$ cat src/rtl/instr_mem_axi_rd_slave_if.sv
// axi_inf: AXI4 bundle shared by the instruction-cache master and the
// instruction-memory read responder.
//   ar / arready : read address channel (valid, addr, len, size, burst)
//   r  / rready  : read data channel (valid, data, resp, last)
//   awready, wready, b : write side (driven by the slave and tied off there)
interface axi_inf #(
    parameter int ADDR_SIZE  = 32,
    parameter int DATA_WIDTH = 32
);
    typedef struct packed {
        logic                  valid;
        logic [ADDR_SIZE-1:0]  addr;
        logic [7:0]            len;
        logic [2:0]            size;
        logic [1:0]            burst;
    } ar_t;

    typedef struct packed {
        logic                  valid;
        logic [DATA_WIDTH-1:0] data;
        logic [1:0]            resp;
        logic                  last;
    } r_t;

    typedef struct packed {
        logic                  valid;
        logic [1:0]            resp;
    } b_t;

    ar_t  ar;
    logic arready;
    r_t   r;
    logic rready;
    logic awready;
    logic wready;
    b_t   b;

    modport slave  (input ar, input rready, output arready, output r,
                    output awready, output wready, output b);
    modport master (output ar, output rready, input arready, input r,
                    input awready, input wready, input b);
endinterface

$ cat src/rtl/instr_mem_axi_rd_slave.sv
// instr_mem_axi_rd_slave: AXI4 read-only responder in front of a word-addressed
// synchronous instruction memory. One AR at a time, len+1 R beats, R-channel
// backpressure handled by stalling the memory enable.
//
// Optional feature macro: INSTR_MEM_AXI_WRAP_EN (WRAP bursts accepted; when
// undefined every WRAP request answers SLVERR on all beats).
//
// Ports:
//   i_clk       system clock
//   i_areset_n  synchronous active-low reset
//   axi         axi_inf.slave (read channels served, write side tied off)
//   o_mem_en    memory read enable; low holds the memory output register
//   o_mem_addr  memory word address
//   i_mem_data  memory read data, valid one cycle after an o_mem_en cycle
//   o_busy      high while a burst is outstanding
module instr_mem_axi_rd_slave #(
    parameter int                   ADDR_SIZE  = 32,
    parameter int                   DATA_WIDTH = 32,
    parameter int                   MEM_DEPTH  = 4096,
    parameter logic [ADDR_SIZE-1:0] BASE_ADDR  = '0
) (
    input  logic                         i_clk,
    input  logic                         i_areset_n,
    axi_inf.slave                        axi,
    output logic                         o_mem_en,
    output logic [$clog2(MEM_DEPTH)-1:0] o_mem_addr,
    input  logic [DATA_WIDTH-1:0]        i_mem_data,
    output logic                         o_busy
);
    localparam int MAW = $clog2(MEM_DEPTH);
    localparam int AW1 = ADDR_SIZE + 1;
    // One extra bit so the end-of-memory bound cannot overflow.
    localparam logic [ADDR_SIZE:0] MEM_END = {1'b0, BASE_ADDR} + AW1'(4 * MEM_DEPTH);

    localparam logic [1:0] BURST_FIXED = 2'd0;
    localparam logic [1:0] BURST_INCR  = 2'd1;
    localparam logic [1:0] BURST_WRAP  = 2'd2;
    localparam logic [1:0] RESP_OKAY   = 2'd0;
    localparam logic [1:0] RESP_SLVERR = 2'd2;

    typedef enum logic {IDLE, BURST} state_t;

    state_t               state, state_nx;
    logic [ADDR_SIZE-1:0] addr_q;
    logic [7:0]           len_q;
    logic [1:0]           burst_q;
    logic                 err_q;
    logic [8:0]           issued;
    logic                 rvalid_q, rlast_q;
    logic                 arready, ar_hs, issue_burst, ar_err;

    function automatic logic [MAW-1:0] word_addr(input logic [ADDR_SIZE-1:0] a);
        logic [ADDR_SIZE-1:0] off;
        off = a - BASE_ADDR;
        return MAW'(off >> 2);
    endfunction

    // Address of the beat after 'a'. The wrap mask (len+1)*4-1 equals
    // {len,2'b11} for the legal wrap lengths; without WRAP support the
    // wrapped address is irrelevant because such bursts return zero data.
    function automatic logic [ADDR_SIZE-1:0] next_addr(input logic [ADDR_SIZE-1:0] a,
                                                       input logic [1:0] burst,
                                                       input logic [7:0] len);
        logic [ADDR_SIZE-1:0] inc, mask;
        inc  = a + ADDR_SIZE'(4);
        mask = ADDR_SIZE'({len, 2'b11});
        case (burst)
            BURST_FIXED: return a;
            BURST_WRAP:  return (a & ~mask) | (inc & mask);
            default:     return inc;
        endcase
    endfunction

    assign arready     = (state == IDLE);
    assign ar_hs       = i_areset_n & axi.ar.valid & arready;
    // Stall the memory while a presented beat is not yet taken, so its data holds.
    assign issue_burst = (state == BURST) && (issued <= {1'b0, len_q}) &&
                         (!rvalid_q || axi.rready);

    assign o_mem_en   = i_areset_n & (ar_hs | issue_burst);
    assign o_mem_addr = ar_hs            ? word_addr(axi.ar.addr) :
                        (state == BURST) ? word_addr(addr_q) : '0;
    assign o_busy     = (state == BURST);

    always_comb begin
        ar_err = (axi.ar.size != 3'd2) ||
                 ({1'b0, axi.ar.addr} < {1'b0, BASE_ADDR}) ||
                 ({1'b0, axi.ar.addr} >= MEM_END);
        case (axi.ar.burst)
            BURST_FIXED, BURST_INCR: ;
`ifdef INSTR_MEM_AXI_WRAP_EN
            BURST_WRAP:
                if (!(axi.ar.len inside {8'd1, 8'd3, 8'd7, 8'd15}) || (axi.ar.addr[1:0] != 2'b00))
                    ar_err = 1'b1;
`endif
            default: ar_err = 1'b1;
        endcase
    end

    always_comb begin
        state_nx = state;
        case (state)
            IDLE:    if (ar_hs) state_nx = BURST;
            BURST:   if (rvalid_q && axi.rready && rlast_q) state_nx = IDLE;
            default: state_nx = IDLE;
        endcase
    end

    always_ff @(posedge i_clk) begin
        if (!i_areset_n) begin
            state    <= IDLE;
            addr_q   <= '0;
            len_q    <= '0;
            burst_q  <= BURST_FIXED;
            err_q    <= 1'b0;
            issued   <= '0;
            rvalid_q <= 1'b0;
            rlast_q  <= 1'b0;
        end else begin
            state <= state_nx;
            if (ar_hs) begin
                // Beat 0 is issued on the handshake itself; addr_q tracks beat 1.
                addr_q  <= next_addr(axi.ar.addr, axi.ar.burst, axi.ar.len);
                len_q   <= axi.ar.len;
                burst_q <= axi.ar.burst;
                err_q   <= ar_err;
                issued  <= 9'd1;
            end else if (issue_burst) begin
                addr_q <= next_addr(addr_q, burst_q, len_q);
                issued <= issued + 9'd1;
            end

            if (ar_hs || issue_burst) begin
                rvalid_q <= 1'b1;
                rlast_q  <= ar_hs ? (axi.ar.len == 8'd0) : (issued == {1'b0, len_q});
            end else if (axi.rready) begin
                rvalid_q <= 1'b0;
                rlast_q  <= 1'b0;
            end
        end
    end

    always_comb begin
        axi.r       = '0;
        axi.r.valid = rvalid_q;
        axi.r.last  = rlast_q;
        axi.r.resp  = (rvalid_q && err_q) ? RESP_SLVERR : RESP_OKAY;
        axi.r.data  = (rvalid_q && !err_q) ? i_mem_data : '0;
        axi.b       = '0;
    end

    assign axi.arready = arready;
    assign axi.awready = 1'b0;
    assign axi.wready  = 1'b0;
endmodule

$ cat src/flat_wrapper.sv
// flat-port wrapper written by rule: the top's interface ports become plain ports
module instr_mem_axi_rd_slave_flat 
#(
    parameter int                   ADDR_SIZE  = 32,
    parameter int                   DATA_WIDTH = 32,
    parameter int                   MEM_DEPTH  = 4096,
    parameter logic [ADDR_SIZE-1:0] BASE_ADDR  = '0
)
  (i_clk, i_areset_n, o_mem_en, o_mem_addr, i_mem_data, o_busy, axi_ar, axi_rready, axi_arready, axi_r, axi_awready, axi_wready, axi_b);
  axi_inf #(.ADDR_SIZE(ADDR_SIZE), .DATA_WIDTH(DATA_WIDTH)) axi_i ();
  input  logic i_clk;
  input  logic i_areset_n;
  output logic o_mem_en;
  output logic [$clog2(MEM_DEPTH)-1:0] o_mem_addr;
  input  logic [DATA_WIDTH-1:0] i_mem_data;
  output logic o_busy;
  input wire logic [$bits(axi_i.ar)-1:0] axi_ar;
  input wire logic [$bits(axi_i.rready)-1:0] axi_rready;
  output wire logic [$bits(axi_i.arready)-1:0] axi_arready;
  output wire logic [$bits(axi_i.r)-1:0] axi_r;
  output wire logic [$bits(axi_i.awready)-1:0] axi_awready;
  output wire logic [$bits(axi_i.wready)-1:0] axi_wready;
  output wire logic [$bits(axi_i.b)-1:0] axi_b;
  assign axi_i.ar = axi_ar;
  assign axi_i.rready = axi_rready;
  assign axi_arready = axi_i.arready;
  assign axi_r = axi_i.r;
  assign axi_awready = axi_i.awready;
  assign axi_wready = axi_i.wready;
  assign axi_b = axi_i.b;
  instr_mem_axi_rd_slave #(.ADDR_SIZE(ADDR_SIZE), .DATA_WIDTH(DATA_WIDTH), .MEM_DEPTH(MEM_DEPTH), .BASE_ADDR(BASE_ADDR)) u_core (.i_clk(i_clk), .i_areset_n(i_areset_n), .axi(axi_i), .o_mem_en(o_mem_en), .o_mem_addr(o_mem_addr), .i_mem_data(i_mem_data), .o_busy(o_busy));
endmodule
$ cat config.mk
export PLATFORM = sky130hd
export DESIGN_NAME = instr_mem_axi_rd_slave_flat
export DESIGN_NICKNAME = d
export VERILOG_FILES = /design/src/rtl/instr_mem_axi_rd_slave_if.sv /design/src/rtl/instr_mem_axi_rd_slave.sv /design/src/flat_wrapper.sv
export SDC_FILE = /design/constraint.sdc
export NUM_CORES = 1
export LEC_CHECK = 0
export CORE_MARGIN = 5
export CORE_UTILIZATION = 41
export DETAILED_ROUTE_END_ITERATION = 8
export PLACE_DENSITY = 0.77
export SLEW_MARGIN = 15
export SYNTH_ARGS = -nofsm -noshare
export SYNTH_HDL_FRONTEND = slang
export SYNTH_SLANG_ARGS = --single-unit
$ cat constraint.sdc
create_clock -name i_clk -period 2.5 [get_ports i_clk]
set_input_delay 0.375 -clock i_clk [delete_from_list [all_inputs] [get_ports i_clk]]
set_output_delay 0.375 -clock i_clk [all_outputs]
set_load 0.005 [all_outputs]
# After elaboration in Yosys (flattened, before gate mapping)
# Cells that the tools add are included.
[totals]
ff_bits = 55
out_inout_bits = 56
[op_classes]
n_lt_le_gt_ge = 2
mux = 18
bitwise = 14
n_eq_ne = 6
add_sub_neg = 3
reduce_logical = 19
[ops]
columns = ["operator", "n"]
rows = [
  ["one-hot mux 32 bit (2 select lines)", 2],
  ["2-to-1 mux 32 bit", 3],
  ["adder 32 x 3 -> 32 bit, second input constant", 2],
  ["AND 32 x 10 -> 32 bit", 2],
  ["AND 32 bit", 2],
  ["inverter 10 -> 32 bit", 2],
  ["OR 32 bit", 2],
  [">= comparator 32 x 15 -> 1 bit, second input constant", 1],
  ["2-to-1 mux 12 bit", 2],
  ["adder 9 x 1 -> 9 bit, second input constant", 1],
  ["equality test 9 x 8 -> 1 bit", 1],
  ["less-or-equal comparator 9 x 8 -> 1 bit", 1],
  ["2-to-1 mux 1 bit", 9],
  ["zero test 8 bit", 1],
  ["logical AND 1 bit", 6],
  ["equality test 2 bit, second input constant", 2],
  ["zero test 2 bit", 2],
  ["nonzero test 2 bit", 2],
  ["OR reduction 2 bit", 2],
  ["AND 1 bit", 3],
  ["logical OR 1 bit", 3],
  ["!= test 3 x 2 -> 1 bit, second input constant", 1],
  ["equality test 2 x 1 -> 1 bit, second input constant", 1],
  ["zero test 1 bit", 2],
  ["other kinds (6)", 7],
]

# Longest topological paths before layout
# Gate-level depths: netlist of the first run.
[logic_depth]
depth_word = 6
ltp_mapped = 9

# Worst setup path before layout of the first run
# Ideal clock, no wire load.
[synth_path]
kind = "register -> output"
start = "register u_core.len_q[4]"
end = "output port o_mem_en"
slack_ns = 0.539
t_arrival_ns = 1.586
path_stages_with_launch = 9
cell_sequence = "dfxtp_1 inv_1 ha_1 a21oi_1 o221ai_1 o211a_1 buf_2 nor2_2 o21a_1"
[synth_between]
elab_chain_cells = 5
[synth_lines]
columns = ["element", "line_no", "text"]
rows = [
  ["start, declared", "instr_mem_axi_rd_slave.sv:45", "logic [7:0] len_q;"],
  ["start signal, assigned", "instr_mem_axi_rd_slave.sv:124", "len_q <= axi.ar.len;"],
  ["less-or-equal comparator 9 x 8 -> 1 bit", "instr_mem_axi_rd_slave.sv:77", "assign issue_burst = (state == BURST) && (issued <= {1'b0, len_q}) &&"],
  ["logical AND 1 bit (2 in series)", "instr_mem_axi_rd_slave.sv:77", ""],
  ["OR 1 bit", "instr_mem_axi_rd_slave.sv:80", "assign o_mem_en = i_areset_n & (ar_hs | issue_burst);"],
  ["AND 1 bit", "instr_mem_axi_rd_slave.sv:80", ""],
  ["end, declared", "flat_wrapper.sv:13", "output logic o_mem_en;"],
]
# No other way between the ends.

# Final worst setup path of the first run
[layout_path]
start = "input port i_areset_n"
end = "output port o_mem_addr[9]"
[layout_between]
elab_chain_cells = 3
[layout_lines]
columns = ["element", "line_no", "text"]
rows = [
  ["start, declared", "flat_wrapper.sv:12", "input logic i_areset_n;"],
  ["AND 1 bit (2 in series)", "instr_mem_axi_rd_slave.sv:75", "assign ar_hs = i_areset_n & axi.ar.valid & arready;"],
  ["2-to-1 mux 12 bit", "instr_mem_axi_rd_slave.sv:81", "assign o_mem_addr = ar_hs ? word_addr(axi.ar.addr) :"],
  ["end, declared", "flat_wrapper.sv:14", "output logic [$clog2(MEM_DEPTH)-1:0] o_mem_addr;"],
]
# No other way between the ends.

==> impl_metrics.csv, run 1 <==
group,metric,value,unit
worst_setup_path,crit_top_cell,"clkdlybuf4s50_1",
finish,mostFrequentLayoutCell,"clkdlybuf4s50_1",
finish,final_cell_mix,"127 x clkdlybuf4s50_1, 38 x nand2_1, 35 x and2_1",
clock_tree,clk_pin_slew_worst_paths,0.07,ns
pwr,total_leakage_power,0.00162,uW
clock_tree,clkLatencyLatePin,0.29,ns
finish,fillers,586,
floorplan,core_area,6680,um^2
route,via_per_inst,5.75,
worst_setup_path,max_stage_delay,0.54,ns
finish,diodes,0,
worst_setup_path,path_buf_inv,2,
sta,final.setup_skew,0.00376,ns
placement,gp_congestion,0.922,
synthesis,ys_seq_area_share,25.4,%
global_route,first_global_vias,3246,
sta,tns,0,ns
sta,finalCritPeriodShare,95.6,%
finish,fin_cells,586,
synthesis,ys.flop_type,"dfxtp_1",
synthesis,synth_top_area_cell,"dfxtp_1",
synthesis,netlist.area_leader.share,25.4,%
route,num_vias,3369,
floorplan,fp.dieW,92.1,um
pwr,pwr-share-clk,25.1,%
sta,hold_violations,0,
placement,dp_hpwl,8.55,mm
global_route,antenna_found_initial,0,
clock_tree,cts_root_buf,"clkbuf_8",
global_route,grt_pass1_wl,16.4,mm
synthesis,synth.area.mux_share,1.09,%
job,cap_violations,0,
synthesis,syn_area_per_cell,7.40,um^2
clock_tree,tritoncts,"done",
synthesis,synth-adder-area-share,5.44,%
outcome,status,"finished, final reports clean",
clock_tree,cts_sinks,35,
worst_setup_path,startpoint_type,"primary input",
worst_setup_path,critPathArrivalTime,2.01,ns
synthesis,async_flop_share,0,%
worst_setup_path,required,2.12,ns
route,antenna_left,0,
clock_tree,h-tree-depth,2,
synthesis,synth-seq-cells,35,
worst_setup_path,cp_slowest_cell,"clkdlybuf4s50_1",
synthesis,synth-xor-area-share,3.81,%
pwr,power.total,1640,uW
sta,fmax,418,MHz
clock_tree,cts_buffers,5,
synthesis,synth_simple_gate_area_share,31.7,%
floorplan,fp.dieH,92.1,um
synthesis,netlist_area,2760,um^2
finish,area_growth_syn_to_layout,56.7,%
pwr,p_per_area,379,nW/um^2
synthesis,synth-edff-count,0,
pwr,comb_power_share,37.0,%
synthesis,syn_inst,373,
global_route,overflow,0,
sta,rsz0062_at_grt,"no",
pwr,pwr-share-seq,37.9,%
clock_tree,hold_buffers,0,
sta,fin_crit,2.39,ns
synthesis,synth.distinct_cells,58,
synthesis,synth_top_family_by_area,"simple AND/OR/NAND/NOR gates",
synthesis,yosys_warnings,0,
worst_setup_path,worst-path-max-fanout,6,
floorplan,io_pins,137,
synthesis,synth_compound_area_share,24.6,%
worst_setup_path,crit_chain,"clkdlybuf4s50_1 > nand3b_1 > o21ai_0 > clkdlybuf4s50_1",
synthesis,synth_area_leaders,"dfxtp_1 25%, and2_1 7.9%, ha_1 5.4%",
sta,drv_slew,0,
placement,dp.cells,576,
worst_setup_path,criticalPathCategory,"in -> out",
pwr,vdd_ir_drop_max,0.287,mV
sta,setup_viol,0,
pwr,p_sw_share,32.0,%
finish,fin_nets,598,
finish,drive_above_1_share,9.29,%
pwr,netSwitchingPower,525,uW
route,avgRoutedWirePerCell,18.2,um
route,drc_errors,0,
route,drt-initial-drc-count,226,
route,wl,10.7,mm
clock_tree,clk_path_buf_depth,2,
route,drt_pass1_iterations,5,
worst_setup_path,critPathTopFamily,"buffers and inverters",
worst_hold_path,min_path_type,"reg -> reg",
floorplan,rows,30,
worst_setup_path,crit_path_end_kind,"primary output",
floorplan,start_util,41.3,%
pwr,internal_power,1120,uW
floorplan,die_area,8480,um^2
global_route,track_usage,24.2,%
placement,portBuffers,128,
global_route,grt_max_degree,33,
==> cells by family after synthesis <==
| logic type | count (synthesis) |
|---|---|
| AOI/OAI and AO/OA | 100 |
| muxes | 3 |
| xor gates and xnor gates | 12 |
| adders and majority gates | 12 |
| other | 1 |
| DFF | 35 |
| and+or+nand+nor | 162 |
| buffers and inverters | 48 |
==> power by group through the flow <==
| stage | registers [uW] | logic, uW | clock network (uW) |
|---|---|---|---|
| after global placement | 632 | 578 | 0 |
| after CTS | 620 | 603 | 414 |
| after global routing | 625 | 656 | 433 |
| after detailed placement | 632 | 588 | 0 |
| final | 622 | 608 | 411 |
| after floorplan | 622 | 269 | 0 |
==> routing by layer <==
layer | GRT usage, % | wire length (um) | up-vias
li1 | - | - | 1615
met1 | 27.0 | 4020 | 1535
met2 | 43.8 | 5270 | 197
met3 | 6.81 | 1120 | 22
met4 | 8.54 | 266 | 0
met5 | 0 | 0 | -
==> tightest hold or removal path: cells and delay by family, from the launching register on <==
family | cells | cell delay [ns]
AOI/OAI and AO/OA | 1 | 0.05
DFF | 1 | 0.33
and+or+nand+nor | 1 | 0.06
==> path summary, 6_finish.rpt <==
path / from / end / slack [ns] / cells after the start
max: i_areset_n / o_mem_addr[9] / 0.11 / 4
min: u_core.rlast_q / u_core.rlast_q / 0.48 / 2
min reg2reg: u_core.rlast_q / u_core.rlast_q / 0.48 / 2
max reg2reg: u_core.len_q[4] / u_core.addr_q[2] / 0.33 / 8
==> cell usage after synthesis (2+ instances only) <==
master / count
buf_1: 2
xor2_1: 2
nor2_1: 11
and3b_1: 2
a21o_1: 3
or4_1: 5
nand2b_1: 3
and2_1: 35
inv_1: 14
a21oi_1: 25
mux2i_1: 3
ha_1: 12
o32ai_1: 5
clkbuf_1: 17
nand4_1: 7
buf_4: 8
a41o_1: 2
nand3_1: 19
dfxtp_1: 35
o32a_1: 2
o21a_1: 2
o31ai_1: 5
or3_1: 4
a311oi_1: 2
o41ai_1: 2
nand4b_1: 2
a211oi_1: 4
o21ai_0: 20
a22o_1: 10
nand2_1: 38
xnor2_1: 10
a31oi_1: 3
buf_2: 5
nor3_1: 13
a31o_2: 2
and3_1: 2
nand3b_1: 2
nor4_1: 10
nor2b_1: 3
o31a_1: 2
o211ai_1: 3
==> per-stage QoR <==
stage	worst slack [ns]	cell area, um^2	hold slack, ns	utilization (%)
detailed placement	0.0632	4180	0.475	62.6
CTS	0.106	4330	0.485	64.8
floorplan	0.539	2780	0.439	-
global placement	0.0628	4180	0.463	62.6
finish	0.110	4330	0.483	64.8
global route	0.0185	4330	0.517	64.8
==> timing repair <==
action / CTS / global route
buffers inserted: 2 / 0
endpoints found under the setup margin: 1 / 0
gates resized for setup: 13 / 0
==> area by class of cell <==
type / instances / area [um^2] / area share [%]
Multi-Input combinational cell: 295 / 1910 / 44.0
Timing Repair Buffer: 152 / 1470 / 34.0
Sequential cell: 35 / 708 / 16.4
Tap cell: 80 / 100 / 2.31
Clock buffer: 7 / 76.3 / 1.76
Inverter: 16 / 60.1 / 1.39
Clock inverter: 1 / 5.00 / 0.116
No activity file was read; power rests on OpenSTA's default activity.
==> run 2, diff against run 1 <==
CELL_PAD_IN_SITES_DETAIL_PLACEMENT = 2   (was default)
CELL_PAD_IN_SITES_GLOBAL_PLACEMENT = 2   (was default)
CORE_UTILIZATION = 21   (was 41)
PLACE_DENSITY = 0.76   (was 0.77)
==> impl_metrics.csv, run 2 (synthesized netlist as in run 1, its figures left out) <==
group,metric,value,unit
global_route,track_usage,16.8,%
sta,fin_crit,2.39,ns
route,drt-initial-drc-count,112,
worst_setup_path,crit_path_end_kind,"primary output",
sta,hold_ws,0.477,ns
clock_tree,h-tree-depth,2,
clock_tree,clkLatencyLatePin,0.28,ns
global_route,antenna_found_initial,0,
finish,drive_above_1_share,10.4,%
placement,portBuffers,128,
sta,tns,0,ns
worst_setup_path,r2r_slack,0.18,ns
sta,final.setup_skew,0.00404,ns
pwr,power.total,1880,uW
pwr,comb_power_share,33.7,%
clock_tree,clk_pin_slew_worst_paths,0.06,ns
sta,drv_slew,0,
clock_tree,clk_path_buf_depth,2,
route,via_per_inst,5.08,
global_route,overflow,0,
sta,setup_viol,0,
clock_tree,tritoncts,"done",
worst_setup_path,critPathArrivalTime,2.02,ns
global_route,grt_max_degree,33,
clock_tree,cts_buffers,5,
floorplan,fp.dieH,125,um
pwr,pwr-share-seq,33.2,%
sta,fmax,418,MHz
worst_setup_path,max_stage_delay,0.53,ns
route,avgRoutedWirePerCell,19.7,um
sta,rsz0062_at_grt,"no",
pwr,netSwitchingPower,592,uW
sta,relSlewSlack,59.2,%
pwr,internal_power,1290,uW
outcome,status,"finished, final reports clean",
finish,fin_nets,603,
global_route,first_global_vias,3813,
global_route,grt_pass1_wl,21.2,mm
finish,diodes,0,
sta,worstMarginPinSlew,0.609,ns
worst_setup_path,startpoint_type,"primary input",
worst_setup_path,required,2.12,ns
route,wl,13.5,mm
worst_setup_path,worst-path-max-fanout,12,
floorplan,rows,41,
sta,finalCritPeriodShare,95.7,%
finish,fillers,1454,
finish,final_cell_mix,"127 x clkdlybuf4s50_1, 38 x nand2_1, 35 x and2_1",
worst_setup_path,crit_chain,"clkdlybuf4s50_1 > and3b_1 > buf_4 > a22o_1 > clkdlybuf4s50_1",
route,drt_pass1_iterations,4,
worst_hold_path,min_path_type,"reg -> reg",
clock_tree,hold_buffers,0,
floorplan,core_area,12800,um^2
pwr,p_per_area,416,nW/um^2
floorplan,start_util,21.6,%
pwr,p_sw_share,31.5,%
finish,mostFrequentLayoutCell,"clkdlybuf4s50_1",
worst_setup_path,path_buf_inv,3,
worst_setup_path,crit_top_cell,"clkdlybuf4s50_1",
sta,hold_violations,0,
worst_setup_path,critPathTopFamily,"buffers and inverters",
placement,gp_congestion,0.882,
floorplan,fp.dieW,125,um
pwr,pwr-share-clk,33.1,%
route,num_vias,3471,
placement,dp_hpwl,11.0,mm
route,antenna_left,0,
floorplan,die_area,15500,um^2
finish,area_growth_syn_to_layout,63.8,%
worst_setup_path,criticalPathCategory,"in -> out",
floorplan,io_pins,137,
job,cap_violations,0,
worst_setup_path,cp_slowest_cell,"clkdlybuf4s50_1",
pwr,vdd_ir_drop_max,0.199,mV
pwr,total_leakage_power,0.00166,uW
clock_tree,cts_root_buf,"clkbuf_16",
clock_tree,cts_sinks,35,
route,drc_errors,0,
-- run 2: changes by cell type in the layout (fill, tap and decap cells not counted), moves of 2 or more --
cell	before	now
a21oi_1	22	24
a21oi_2	3	1
buf_4	23	29
clkbuf_16	0	5
clkbuf_8	5	0
inv_1	14	12
inv_2	1	3
-- run 2: worst paths after layout --
| path | from | to | cells after the start |
|---|---|---|---|
| setup / recovery | axi_ar[45] | o_mem_addr[6] | 5 |
| hold / removal | u_core.err_q | u_core.err_q | 2 |
| setup reg to reg | u_core.issued[2] | register | 7 |
| hold reg to reg | u_core.err_q | u_core.err_q | 2 |
-- run 2: area by class of cell --
class	instances	area, um^2	area share (%)
multi-input cells	295	1910	42.2
clock inverters	1	5.00	0.111
well taps	172	215	4.76
clock buffers	7	133	2.93
repair buffers	157	1490	33.0
flip-flops and latches	35	707	15.6
inverters	16	60.1	1.33
-- run 2: timing repair --
action / in CTS / in global routing
setup endpoints to repair: 1 / 1
resized for setup: 5 / 10
setup buffers: 0 / 0
pin swaps: 4 / 3
cloned: 0 / 0
endpoints found under the hold margin: 0 / 0
-- run 2: tightest hold or removal path, stage by stage, from the launching register on --
cell and delay (ns):
dfxtp_1 0.34, nand2_1 0.05, o21ai_0 0.06
-- run 2: metrics by stage --
stage | area (um^2) | worst slack, ns | utilization (%) | instances
2_1_floorplan | 2780 | 0.539 | - | 378
3_3_place_gp | 4340 | 0.0634 | 34.0 | 675
3_5_place_dp | 4340 | 0.0118 | 34.0 | 675
4_1_cts | 4510 | 0.00315 | 35.3 | 683
5_1_grt | 4520 | 0.0206 | 35.4 | 683
6_report | 4520 | 0.107 | 35.4 | 683
-- run 2: power by group through the flow --
stage / combinational, uW / clock, uW / sequential [uW]
final: 634 / 622 / 624
after global routing: 687 / 658 / 629
after CTS: 638 / 636 / 622
after detailed placement: 630 / 0 / 634
after global placement: 609 / 0 / 632
after floorplan: 269 / 0 / 622
-- run 2: per-layer routing --
metal	global-route usage [%]	share of wire, %	vias up
met1	20.3	43	1718
met2	30.8	51	114
li1	-	-	1626
met4	3.03	1.4	0
met5	0	0	-
met3	3.39	4.6	13
==> run 3, diff against run 2 <==
ABC_CLOCK_PERIOD_IN_PS = 2500   (was default)
==> results of run 3 <==
Final layout, timing and power as in run 2 (identical DEF).
